`src/rtl/input_bank_pkg.sv`:
```
// Register offsets and decoder select codes for the input bank register window.
// Shared by the decoder and read mux in the top level.
package input_bank_pkg;

    localparam logic [31:0] OFF_SW_STATE  = 32'h0;
    localparam logic [31:0] OFF_BTN_STATE = 32'h4;
    localparam logic [31:0] OFF_BTN_PEND  = 32'h8;
    localparam logic [31:0] OFF_IRQ_EN    = 32'hC;

    typedef enum logic [2:0] {
        SEL_NONE,
        SEL_SW_STATE,
        SEL_BTN_STATE,
        SEL_BTN_PEND,
        SEL_IRQ_EN
    } reg_sel_e;

endpackage

```
`src/rtl/input_debouncer.sv`:
```
// Two-flop synchroniser plus per-bit stable-count debouncer; a steady input change reaches
// stable_o 2+DEBOUNCE_CYCLES edges later, rise_o flags the edge where a bit goes 0->1 (no backpressure).
module input_debouncer #(
    parameter int WIDTH           = 1,
    parameter int DEBOUNCE_CYCLES = 100000
) (
    input  logic             clk,
    input  logic             rst,
    input  logic [WIDTH-1:0] raw_i,
    output logic [WIDTH-1:0] stable_o,
    output logic [WIDTH-1:0] rise_o
);

    localparam int            CW       = $clog2(DEBOUNCE_CYCLES);
    localparam logic [CW-1:0] CNT_LAST = CW'(DEBOUNCE_CYCLES - 1);

    logic [WIDTH-1:0] meta_q;
    logic [WIDTH-1:0] sync_q;
    logic [WIDTH-1:0] stable_q;
    logic [WIDTH-1:0] stable_d;
    logic [WIDTH-1:0] rise_d;
    logic [CW-1:0]    cnt_q [WIDTH];
    logic [CW-1:0]    cnt_d [WIDTH];

    // Counter only advances while the synced value disagrees; any agreement restarts the count.
    always_comb begin
        stable_d = stable_q;
        rise_d   = '0;
        for (int i = 0; i < WIDTH; i++) begin
            cnt_d[i] = '0;
            if (sync_q[i] != stable_q[i]) begin
                if (cnt_q[i] == CNT_LAST) begin
                    stable_d[i] = sync_q[i];
                    rise_d[i]   = sync_q[i];
                end else begin
                    cnt_d[i] = cnt_q[i] + CW'(1);
                end
            end
        end
    end

    always_ff @(posedge clk) begin
        if (!rst) begin
            meta_q   <= '0;
            sync_q   <= '0;
            stable_q <= '0;
            for (int i = 0; i < WIDTH; i++) begin
                cnt_q[i] <= '0;
            end
        end else begin
            meta_q   <= raw_i;
            sync_q   <= meta_q;
            stable_q <= stable_d;
            for (int i = 0; i < WIDTH; i++) begin
                cnt_q[i] <= cnt_d[i];
            end
        end
    end

    assign stable_o = stable_q;
    assign rise_o   = rise_d;

endmodule

```
`src/rtl/input_bank_mmio.sv`:
```
// Memory-mapped switch/button bank with W1C press flags and a maskable level interrupt.
// Reads return one cycle after re; bus is always ready, no backpressure.
module input_bank_mmio
    import input_bank_pkg::*;
#(
    parameter int          NUM_SW          = 16,
    parameter int          NUM_BTN         = 4,
    parameter logic [31:0] BASE_ADDR       = 32'h00002000,
    parameter int          DEBOUNCE_CYCLES = 100000
) (
    input  logic               clk,
    input  logic               rst,
    input  logic [31:0]        address,
    input  logic               we,
    input  logic               re,
    input  logic [31:0]        wdata,
    input  logic [NUM_SW-1:0]  switches,
    input  logic [NUM_BTN-1:0] buttons,
    output logic [31:0]        rdata,
    output logic               irq
);

    logic [NUM_SW-1:0]  sw_stable;
    logic [NUM_SW-1:0]  sw_rise;
    logic [NUM_BTN-1:0] btn_stable;
    logic [NUM_BTN-1:0] btn_rise;

    logic [NUM_BTN-1:0] pend_q,   pend_d;
    logic [NUM_BTN-1:0] irq_en_q, irq_en_d;
    logic [NUM_BTN-1:0] pend_clr;
    logic [31:0]        rdata_q,  rdata_d;
    logic               irq_q,    irq_d;
    reg_sel_e           sel;

    input_debouncer #(
        .WIDTH           (NUM_SW),
        .DEBOUNCE_CYCLES (DEBOUNCE_CYCLES)
    ) u_sw_deb (
        .clk      (clk),
        .rst      (rst),
        .raw_i    (switches),
        .stable_o (sw_stable),
        .rise_o   (sw_rise)
    );

    input_debouncer #(
        .WIDTH           (NUM_BTN),
        .DEBOUNCE_CYCLES (DEBOUNCE_CYCLES)
    ) u_btn_deb (
        .clk      (clk),
        .rst      (rst),
        .raw_i    (buttons),
        .stable_o (btn_stable),
        .rise_o   (btn_rise)
    );

    // Full-width compare also rejects misaligned addresses inside the window.
    always_comb begin
        sel = SEL_NONE;
        if (address == BASE_ADDR + OFF_SW_STATE) begin
            sel = SEL_SW_STATE;
        end else if (address == BASE_ADDR + OFF_BTN_STATE) begin
            sel = SEL_BTN_STATE;
        end else if (address == BASE_ADDR + OFF_BTN_PEND) begin
            sel = SEL_BTN_PEND;
        end else if (address == BASE_ADDR + OFF_IRQ_EN) begin
            sel = SEL_IRQ_EN;
        end
    end

    always_comb begin
        rdata_d = '0;
        if (re) begin
            case (sel)
                SEL_SW_STATE:  rdata_d = 32'(sw_stable);
                SEL_BTN_STATE: rdata_d = 32'(btn_stable);
                SEL_BTN_PEND:  rdata_d = 32'(pend_q);
                SEL_IRQ_EN:    rdata_d = 32'(irq_en_q);
                default:       rdata_d = '0;
            endcase
        end
    end

    // A press landing on the same edge as its clear stays pending.
    always_comb begin
        pend_clr = '0;
        irq_en_d = irq_en_q;
        if (we && sel == SEL_BTN_PEND) begin
            pend_clr = wdata[NUM_BTN-1:0];
        end
        if (we && sel == SEL_IRQ_EN) begin
            irq_en_d = wdata[NUM_BTN-1:0];
        end
        pend_d = (pend_q & ~pend_clr) | btn_rise;
        irq_d  = |(pend_q & irq_en_q);
    end

    always_ff @(posedge clk) begin
        if (!rst) begin
            pend_q   <= '0;
            irq_en_q <= '0;
            rdata_q  <= '0;
            irq_q    <= 1'b0;
        end else begin
            pend_q   <= pend_d;
            irq_en_q <= irq_en_d;
            rdata_q  <= rdata_d;
            irq_q    <= irq_d;
        end
    end

    assign rdata = rdata_q;
    assign irq   = irq_q;

    logic unused_ok;
    assign unused_ok = &{1'b0, wdata, sw_rise};

endmodule

```
`config.mk`:
```
export PLATFORM = sky130hd
export DESIGN_NAME = input_bank_mmio
export DESIGN_NICKNAME = d
export VERILOG_FILES = /design/src/rtl/input_bank_pkg.sv /design/src/rtl/input_debouncer.sv /design/src/rtl/input_bank_mmio.sv
export SDC_FILE = /design/constraint.sdc
export NUM_CORES = 1
export LEC_CHECK = 0
export ABC_AREA = 1
export CORE_UTILIZATION = 40
export CTS_CLUSTER_DIAMETER = 30
export DETAILED_ROUTE_END_ITERATION = 8
export GPL_TIMING_DRIVEN = 0
export SLEW_MARGIN = 20
export SYNTH_ARGS = -nofsm -noshare
export SYNTH_HDL_FRONTEND = slang
export SYNTH_SLANG_ARGS = --single-unit
```
`constraint.sdc`:
```
create_clock -name clk -period 1.53 [get_ports clk]
set_input_delay 0.153 -clock clk [delete_from_list [all_inputs] [get_ports clk]]
set_output_delay 0.153 -clock clk [all_outputs]
set_load 0.05 [all_outputs]
```
==> results of run 1 <==
## cells in the final DEF (no fill, tap or decap), types with 10 or more instances in the layout
| cell | netlist | final |
|---|---|---|
| nand2_1 | 517 | 485 |
| nor2_1 | 439 | 410 |
| inv_1 | 398 | 392 |
| dfxtp_1 | 425 | 383 |
| nand3_1 | 173 | 155 |
| nor3_1 | 168 | 142 |
| a21oi_1 | 122 | 121 |
| buf_4 | 29 | 106 |
| clkbuf_16 | 0 | 104 |
| xor2_1 | 91 | 91 |
| nand4_1 | 88 | 88 |
| clkdlybuf4s50_1 | 0 | 57 |
| o21ai_0 | 52 | 49 |
| dfxtp_2 | 0 | 36 |
| nand2_2 | 16 | 35 |
| nor3_2 | 12 | 33 |
| nor2_2 | 24 | 30 |
| nor2_4 | 6 | 29 |
| or2_2 | 24 | 24 |
| xnor2_1 | 23 | 23 |
| buf_6 | 3 | 19 |
| nor3b_1 | 22 | 19 |
| clkbuf_1 | 6 | 18 |
| nand3_2 | 9 | 18 |
| clkinv_2 | 0 | 18 |
| conb_1 | 1 | 16 |
| clkdlybuf4s15_2 | 0 | 15 |
| nor3_4 | 9 | 14 |
| clkinvlp_4 | 0 | 14 |
| nand2_4 | 0 | 13 |
| or2_0 | 13 | 13 |
| clkbuf_8 | 0 | 13 |
| bufinv_16 | 0 | 13 |
| inv_2 | 7 | 12 |
| a31oi_1 | 12 | 12 |
| ha_4 | 0 | 12 |
| clkinv_4 | 0 | 11 |
| nand3_4 | 1 | 10 |
## registers in the layout, summed over array words and instances, names as in the netlist
name / flops
irq_en_q: 4
u_sw_deb.cnt_q: 272
u_sw_deb.stable_o: 16
rdata: 16
u_btn_deb.sync_q: 4
u_sw_deb.meta_q: 16
u_btn_deb.cnt_q: 68
u_btn_deb.stable_o: 4
irq: 1
u_btn_deb.meta_q: 4
u_sw_deb.sync_q: 16
pend_q: 4
## metrics by stage
step | std cells | utilization | power (mW) | worst slack, ns | hold WS [ns]
2_1_floorplan | 2767 | - | 11.7 | 0.0932 | 0.251
3_3_place_gp | 3497 | 0.443 | 12.0 | -0.625 | 0.396
3_5_place_dp | 3497 | 0.443 | 12.0 | -0.612 | 0.404
4_1_cts | 3722 | 0.528 | 34.0 | 0.00180 | 0.0341
5_1_grt | 3782 | 0.555 | 34.8 | -0.0845 | 0.0577
6_report | 3782 | 0.555 | 33.6 | -0.00592 | 0.0725
## power by group through the flow
stage	clock, mW	sequential [mW]	combinational [mW]
6_report	21.7	11.2	0.647
5_1_grt	22.9	11.2	0.706
4_1_cts	22.2	11.2	0.620
3_5_place_dp	0	11.4	0.586
3_3_place_gp	0	11.4	0.583
2_1_floorplan	0	11.4	0.326
## cells in the mapped netlist (2+ instances only)
library cell / n / area (um2)
nand4_1: 88 / 551
a21oi_1: 122 / 611
nand2_1: 517 / 1940
a211oi_1: 2 / 15.0
and3_1: 2 / 12.5
o21ai_0: 52 / 260
ha_1: 20 / 250
clkbuf_1: 6 / 22.5
buf_4: 29 / 218
nand3_2: 9 / 90.1
a31oi_1: 12 / 75.1
nor2_4: 6 / 67.6
nor2_2: 24 / 150
clkbuf_2: 2 / 10.0
nor3_1: 168 / 841
buf_2: 8 / 40.0
nor4_1: 9 / 56.3
nand2_2: 16 / 100
dfxtp_1: 425 / 8510
or2_2: 24 / 150
or2_0: 13 / 81.3
o21bai_1: 3 / 22.5
nor2_1: 439 / 1650
inv_2: 7 / 26.3
xor2_1: 91 / 797
nor3b_1: 22 / 165
xnor2_1: 23 / 201
nor3_2: 12 / 120
nor3_4: 9 / 146
inv_1: 398 / 1490
nand3_1: 173 / 866
nand3b_1: 6 / 45.0
buf_6: 3 / 33.8
## path summary, 6_finish.rpt
| kind | startpoint | endpoint | slack, ns | depth (start not counted) |
|---|---|---|---|---|
| hold reg to reg | u_sw_deb.meta_q[13] | u_sw_deb.sync_q[13] | 0.41 | 2 |
| setup / recovery | u_btn_deb.cnt_q[0][0] | u_btn_deb.cnt_q[0][6] | -0.006 | 8 |
| setup reg to reg | u_btn_deb.cnt_q[0][0] | u_btn_deb.cnt_q[0][6] | -0.006 | 8 |
| hold / removal | buttons[1] | u_btn_deb.meta_q[1] | 0.07 | 3 |
## worst max-delay path: cells and delay by family (launching register included)
kind | cells | cell delay [ns]
fa+ha+maj | 1 | 0.15
buf+inv | 2 | 0.30
flops | 1 | 0.36
simple gates | 5 | 0.60
## final cells by class
class                      instances  area, um2  share of cell area
inverter                         405       1520              0.0570
timing repair buffer             170       1540              0.0575
sequential                       425       8580               0.321
buffer                            48        383              0.0143
multi-input combinational       1888      10300               0.386
clock buffer                     127       2780               0.104
clock inverter                    63        788              0.0295
tap                              656        821              0.0307
## kinds of logic (layout without fill, tap and decap cells)
family / Yosys count / count (layout) / share of synthesized area
xor gates and xnor gates: 114 / 114 / 0.0506
buffers and inverters: 454 / 813 / 0.0937
AOI/OAI and AO/OA: 196 / 196 / 0.0520
adders and majority gates: 20 / 20 / 0.0127
other: 1 / 16 / 0.000190
DFF: 425 / 425 / 0.432
and+or+nand+nor: 1542 / 1542 / 0.359
## metal layers
| layer | part of all wire | vias to the layer above |
|---|---|---|
| met5 | 0 | - |
| met4 | 0.022 | 0 |
| met3 | 0.040 | 82 |
| met2 | 0.48 | 315 |
| met1 | 0.46 | 8241 |
| li1 | - | 9394 |
## timing repair
item | CTS | global route
hold buffers | 1 | 0
endpoints found under the hold margin | 4 | 0
resized for setup | 123 | 211
buffers inserted | 33 | 58
gates cloned | 2 | 2
endpoints found under the setup margin | 238 | 318
pin swaps | 28 | 68
==> results.txt, run 1 <==
status - finished, violations left
failing checks - setup timing
P_leak - 10.0 nW
Placer Congestion - 0.878
Slew @ Worst Pin - 0.858 ns
Total Neg Setup Slack - -0.00592 ns
Sw Ratio - 0.211
Die Y - 224 um
TritonCTS Buffers - 101
nets - 3147
Max Freq - 651 MHz
Max stage delay on crit path - 0.36 ns
TritonCTS clock tree - yes
clock latency at the later pin of the worst-skew pair - 0.62 ns
flops & latches, synth - 425
sw power - 7.10 mW
Syn Area/Cell - 7.16 um2
share of layout cells above drive strength 1 - 0.199
fillers - 4389
max_slew headroom - 0.428
largest net degree at the start of global routing - 15
Internal - 26.5 mW
vias in the first global route - 17000
drt pass-1 iters - 5
Detailed Route Iter0 Violations - 899
maximum vdd drop - 1.00 mV
final instance area - 0.0267 mm2
Distinct cells, synth - 45
cell area after synthesis - 0.0197 mm2
final max-slew violation count - 0
initial antenna violation count - 0
antenna diode count - 0
met1 Resource Use GR - 0.223
Final min period - 1.54 ns
Die Area - 0.0502 mm2
Clk pwr share - 0.647
Clock Path Buffers - 3
Core Box Area - 0.0481 mm2
GR peak layer - met2
number of remaining DRC errors - 0
Overflow after GRT - 0
Reg power frac - 0.334
IO Pins - 121
Worst Hold Class - primary input to flip-flop
Final WS setup - -0.00592 ns
Port Buffers - 74
critical path peak fanout - 7
Critical Path Slowest Stage Cell - dfxtp_4
Worst EP arrival - 2.04 ns
first-pass GRT wire length - 75600 um
Area Growth Syn to Fin - 35.5%
crit share post-route - 1.00
max cap viols - 0
met3 Track Usage GR - 0.0382
Most used DFF post-synth - dfxtp_1
Clock Tree Root - clkbuf_16
post-DR wirelength/cell - 12.1 um
critical path launch point type - flip-flop
Via Count - 18000
critical-path cell list - ha_4, nand2_4, nor2_4, buf_6, nand3b_1, nand2_4, clkbuf_16, nor2_2
clock transition at the registers of the reported paths - 0.05 ns
H-Tree Depth - 3
DRT antenna net count - 0
EDFF count, synth - 0
width of the die - 224 um
DRT Wirelength - 45600 um
Mapped Cells - 2752
Final Hold Viols - 0
Setup Skew - 0.0195 ns
Starting Density - 0.410
# rows - 80
Cell Area, Placed - 0.0213 mm2
yosys warns - 0
Final setup viols - 1
Post-synth ARST share - 0
met2 GRT Util - 0.301
P per Cell Area - 1260 mW/mm2
critical path type - flip-flop to flip-flop
drt via density - 4.77
CTS sink count - 425
RSZ-0062 raised after global routing - true
Combinational Power Share - 0.019
Worst setup EP type - flip-flop
GRT Util Overall - 0.179
most used cell, CP - nand2_4
sequential fraction of the synthesis area - 0.432
WP data required - 2.04 ns
Post-DP HPWL - 30600 um
(Power assumes the default switching activity.)
==> inputs of run 2 (changes only) <==
Settings changed: CAP_MARGIN set to 40, SLEW_MARGIN 20 to unset.
Clock period 1.53 ns to 1.7 ns, I/O delays scaled along.
==> results.txt, run 2 (same netlist as run 1, synthesis figures left out) <==
Placer Congestion - 0.878 (unchanged)
clock latency at the later pin of the worst-skew pair - 0.62 ns (about the same)
critical-path cell list - dlygate4sd2_1 (was ha_4, nand2_4, nor2_4, buf_6, nand3b_1, nand2_4, clkbuf_16, nor2_2)
Die Y - 224 um (unchanged)
RSZ-0062 raised after global routing - true (unchanged)
Setup WS pre-CTS - -0.473 ns (was -0.612 ns)
FF-to-FF End - u_sw_deb.cnt_q[0][29] (was u_btn_deb.cnt_q[0][6])
Largest delay share family, worst path - buffers and inverters (was simple AND/OR/NAND/NOR gates)
Final min period - 1.64 ns
worst reg-to-reg setup slack - 0.10 ns (was -0.006 ns)
P_leak - 9.52 nW (was 10.0 nW)
Slew @ Worst Pin - 0.783 ns (was 0.858 ns)
crit share post-route - 0.965
H-Tree Depth - 3 (unchanged)
critical path peak fanout - 1 (was 7)
Largest regs - u_sw_deb.cnt_q x272, u_btn_deb.cnt_q x68 (unchanged)
maximum vdd drop - 0.760 mV (was 1.00 mV)
R2R cell count - 7 (was 8)
Hold Path Stages - 3 (unchanged)
Clock Tree Root - clkbuf_16 (unchanged)
number of flip-flops in the largest register - 272 (unchanged)
CTS sink count - 425 (unchanged)
Final WS setup - 0.0589 ns (was -0.00592 ns)
critical path launch point type - flip-flop (unchanged)
GRT Util Overall - 0.177 (was 0.179)
WP data required - 1.53 ns (was 2.04 ns)
Total Neg Setup Slack - 0 ns (was -0.00592 ns)
fillers - 4495 (was 4389)
CP bufs+invs - 1 (was 2)
post-DR wirelength/cell - 11.9 um (was 12.1 um)
TritonCTS Buffers - 102 (was 101)
number of remaining DRC errors - 0 (unchanged)
Via Count - 17500 (was 18000)
IO Pins - 121 (unchanged)
antenna diode count - 0 (unchanged)
max_slew headroom - 0.478 (was 0.428)
Core Box Area - 0.0481 mm2 (unchanged)
Final Hold Viols - 0 (unchanged)
Starting Density - 0.410 (unchanged)
Worst setup EP type - primary output (was flip-flop)
DRT antenna net count - 0 (unchanged)
Hold Crit Start - switches[14] (was buttons[1])
Worst Hold Class - primary input to flip-flop (unchanged)
most frequent cells in the layout - nand2_1, nor2_1, dfxtp_1, inv_1, nor3_1 (was nand2_1, nor2_1, inv_1, dfxtp_1, nand3_1)
Final setup viols - 0 (was 1)
Worst EP arrival - 1.47 ns (was 2.04 ns)
clock transition at the registers of the reported paths - 0.05 ns (about the same)
Post-DP HPWL - 30600 um (about the same)
Port Buffers - 74 (unchanged)
max cap viols - 0 (unchanged)
TritonCTS clock tree - yes (unchanged)
Max stage delay on crit path - 0.53 ns (was 0.36 ns)
Detailed Route Iter0 Violations - 870 (was 899)
drt pass-1 iters - 7 (was 5)
vias in the first global route - 16800 (was 17000)
Critical Path Slowest Stage Cell - dlygate4sd2_1 (was dfxtp_4)
# rows - 80 (unchanged)
initial antenna violation count - 0 (unchanged)
share of layout cells above drive strength 1 - 0.130 (was 0.199)
critical path type - flip-flop to primary output (was flip-flop to flip-flop)
Hold Crit Endpoint - u_sw_deb.meta_q[14] (was u_btn_deb.meta_q[1])
nets - 3075 (was 3147)
P per Cell Area - 1200 mW/mm2 (was 1260 mW/mm2)
Setup Skew - 0.0313 ns (was 0.0195 ns)
width of the die - 224 um (unchanged)
drt via density - 4.73 (was 4.77)
status - completed (was finished, violations left)
Clock Path Buffers - 3 (unchanged)
Die Area - 0.0502 mm2 (unchanged)
first-pass GRT wire length - 75100 um (was 75600 um)
Max Freq - 609 MHz
fin util - 0.527 (was 0.555)
r2r startpoint - u_sw_deb.cnt_q[0][17] (was u_btn_deb.cnt_q[0][0])
most common cell after layout, fill and taps aside - nand2_1 (unchanged)
final max-slew violation count - 0 (unchanged)
Overflow after GRT - 0 (unchanged)
largest net degree at the start of global routing - 14 (was 15)
Area Growth Syn to Fin - 28.6% (was 35.5%)
most flop-heavy register - u_sw_deb.cnt_q (unchanged)
DRT Wirelength - 44000 um (was 45600 um)
==> run 2: changes by cell type in the layout (fill, tap and decap cells not counted), moves of 15 or more <==
cell | previous run | this run
nand2_1 | 485 | 509
nand2_2 | 35 | 19
nor2_1 | 410 | 426
nor3_2 | 33 | 11
nor3_1 | 142 | 166
dfxtp_2 | 36 | 1
nor2_4 | 29 | 14
dfxtp_1 | 383 | 424
buf_4 | 106 | 47
==> run 2: worst max path at each step <==
stage | from | end | slack [ns] | cells after the start
final | rdata[11] | rdata[11] | 0.06 | 1
after global routing | u_btn_deb.cnt_q[2][0] | u_btn_deb.cnt_q[2][10] | -0.05 | 9
after CTS | u_sw_deb.cnt_q[0][0] | u_sw_deb.cnt_q[0][9] | 0.0005 | 7
after detailed placement | address[13] | rdata[13] | -0.47 | 10
after global placement | address[13] | rdata[13] | -0.47 | 10
after floorplan | u_btn_deb.cnt_q[2][0] | u_btn_deb.cnt_q[2][9] | 0.26 | 9
==> run 2: metrics by stage <==
step	cell area, um2	total power, mW	hold WS [ns]	instances
finish	25400	30.4	0.0940	3707
global placement	21300	10.8	0.396	3497
global route	25400	31.5	0.0781	3707
floorplan	19800	10.6	0.268	2767
detailed placement	21300	10.8	0.403	3498
CTS	25000	30.8	0.0601	3687
==> run 2: area by class of cell <==
type,count,area [um2],share of cell area
clock buffer,127,2860,0.113
buffer,49,337,0.0133
clock inverter,61,736,0.0290
timing repair buffer,96,905,0.0357
inverter,405,1520,0.0599
sequential,425,8510,0.336
multi-input combinational,1888,9670,0.381
tap,656,821,0.0324
==> run 2: layer usage <==
metal  track usage  part of all wire
met5             0                 0
met4        0.0621             0.020
met3        0.0384             0.042
met2         0.298              0.47
met1         0.223              0.47
==> run 2: where the power goes <==
part | switching [mW] | internal [mW]
logic | 0.316 | 0.230
registers | 0.0333 | 10.1
clock network | 6.07 | 13.7
==> run 2: what timing repair did <==
item / in CTS / in global routing
endpoints found under the setup margin: 50 / 201
hold endpoints to repair: 4 / 0
resized for setup: 27 / 61
pin swaps: 0 / 17
buffers inserted: 0 / 20
hold buffers: 1 / 0
==> inputs of run 3 (changes only) <==
Settings changed: CORE_UTILIZATION 40 to 50, PLACE_DENSITY set to 0.69.
==> results.txt, run 3 (same netlist as run 1, synthesis figures left out) <==
CTS sink count - 425 (unchanged)
Worst setup EP type - primary output (unchanged)
Core Box Area - 0.0387 mm2 (was 0.0481 mm2)
width of the die - 201 um (was 224 um)
Max stage delay on crit path - 0.53 ns (about the same)
initial antenna violation count - 0 (unchanged)
WP data required - 1.53 ns (about the same)
R2R cell count - 7 (unchanged)
maximum vdd drop - 1.05 mV (was 0.760 mV)
critical path launch point type - flip-flop (unchanged)
P_leak - 9.29 nW (was 9.52 nW)
most frequent cells in the layout - nand2_1, nor2_1, dfxtp_1, inv_1, nand3_1 (was nand2_1, nor2_1, dfxtp_1, inv_1, nor3_1)
critical path type - flip-flop to primary output (unchanged)
H-Tree Depth - 3 (unchanged)
Die Area - 0.0402 mm2 (was 0.0502 mm2)
Area Growth Syn to Fin - 25.3% (was 28.6%)
Post-DP HPWL - 30200 um (was 30600 um)
Worst EP arrival - 1.45 ns (was 1.47 ns)
IO Pins - 121 (unchanged)
most common cell after layout, fill and taps aside - nand2_1 (unchanged)
antenna diode count - 0 (unchanged)
Design Power - 28.5 mW (was 30.4 mW)
# rows - 72 (was 80)
Starting Density - 0.509 (was 0.410)
Setup Skew - 0.0156 ns (was 0.0313 ns)
DRT Wirelength - 43500 um (was 44000 um)
Port Buffers - 74 (unchanged)
final instance area - 0.0247 mm2 (was 0.0254 mm2)
Overflow after GRT - 0 (unchanged)
most flop-heavy register - u_sw_deb.cnt_q (unchanged)
status - completed (unchanged)
Crit. path cell count - 1 (unchanged)
Detailed Route Iter0 Violations - 831 (was 870)
final max-slew violation count - 0 (unchanged)
first-pass GRT wire length - 73500 um (was 75100 um)
vias in the first global route - 16900 (was 16800)
Critical Path Slowest Stage Cell - dlygate4sd2_1 (unchanged)
largest net degree at the start of global routing - 12 (was 14)
Clock Tree Root - clkbuf_16 (unchanged)
P per Cell Area - 1150 mW/mm2 (was 1200 mW/mm2)
number of remaining DRC errors - 0 (unchanged)
clock latency at the later pin of the worst-skew pair - 0.61 ns (was 0.62 ns)
max cap viols - 0 (unchanged)
max_slew headroom - 0.390 (was 0.478)
number of flip-flops in the largest register - 272 (unchanged)
drt via density - 5.01 (was 4.73)
share of layout cells above drive strength 1 - 0.121 (was 0.130)
CP bufs+invs - 1 (unchanged)
Largest regs - u_sw_deb.cnt_q x272, u_btn_deb.cnt_q x68 (unchanged)
Max Freq - 616 MHz (was 609 MHz)
critical path peak fanout - 1 (unchanged)
DRT antenna net count - 0 (unchanged)
Via Count - 17800 (was 17500)
fillers - 3376 (was 4495)
drt pass-1 iters - 6 (was 7)
TritonCTS clock tree - yes (unchanged)
Cell Area, Placed - 0.0212 mm2 (was 0.0213 mm2)
clock transition at the registers of the reported paths - 0.05 ns (about the same)
Final min period - 1.62 ns (was 1.64 ns)
nets - 3061 (was 3075)
Worst Hold Class - primary input to flip-flop (unchanged)
Die Y - 201 um (was 224 um)
Final setup viols - 0 (unchanged)
post-DR wirelength/cell - 12.3 um (was 11.9 um)
Slew @ Worst Pin - 0.915 ns (was 0.783 ns)
Placer Congestion - 0.897 (was 0.878)
TritonCTS Buffers - 91 (was 102)
critical-path cell list - dlygate4sd2_1 (unchanged)
Hold Path Stages - 3 (unchanged)
GRT Util Overall - 0.214 (was 0.177)
Final Hold Viols - 0 (unchanged)
Clock Path Buffers - 3 (unchanged)
crit share post-route - 0.955 (was 0.965)
Largest delay share family, worst path - buffers and inverters (unchanged)
run 3: path summary, 6_finish.rpt:
kind                            slack, ns                      to              startpoint
worst max-delay path                 0.08               rdata[15]               rdata[15]
worst min-delay path                 0.10      u_sw_deb.meta_q[0]             switches[0]
worst max register to register       0.10  u_sw_deb.cnt_q[0][117]  u_sw_deb.cnt_q[0][102]
worst min register to register       0.41      u_sw_deb.sync_q[8]      u_sw_deb.meta_q[8]
run 3: area by class of cell:
type                            instances  area (um2)  area share
Timing Repair Buffer                   94         865      0.0350
Buffer                                 48         329      0.0133
Tap cell                              518         648      0.0262
Inverter                              405        1520      0.0615
Clock inverter                         59         688      0.0279
Clock buffer                          109        2490       0.101
Sequential cell                       425        8510       0.344
Multi-Input combinational cell       1888        9660       0.391
run 3: metal layers:
metal  share of wire  up-vias  track usage
li1                -     9204            -
met1            0.45     8083        0.261
met2            0.47      377        0.365
met3           0.046       95       0.0485
met4           0.026        0       0.0840
met5               0        -            0
run 3: what timing repair did:
action / 4_1_cts / 5_1_grt
cloned: 0 / 0
resized for setup: 23 / 56
buffers inserted: 0 / 19
pin swaps: 0 / 19
hold buffers: 1 / 0
hold endpoints to repair: 4 / 0
setup endpoints to repair: 49 / 221
run 3: through the flow:
step	setup TNS (ns)	utilization	setup slack, ns	instances	hold slack [ns]
after detailed placement	-10.68	0.546	-0.555	3359	0.399
after global routing	-0.444	0.638	-0.0304	3546	0.0853
after CTS	0	0.628	0.000579	3528	0.0698
after floorplan	0	-	0.263	2767	0.268
after global placement	-9.99	0.546	-0.597	3359	0.399
final	0	0.638	0.0764	3546	0.103
run 3: report_power, final:
| group | internal, mW | switching, mW | total, mW | leakage (nW) |
|---|---|---|---|---|
| Sequential | 10.1 | 0.0341 | 10.1 | 3.43 |
| Combinational | 0.227 | 0.315 | 0.542 | 4.33 |
| Clock | 12.1 | 5.71 | 17.8 | 1.52 |
| Total | 22.4 | 6.05 | 28.5 | 9.29 |
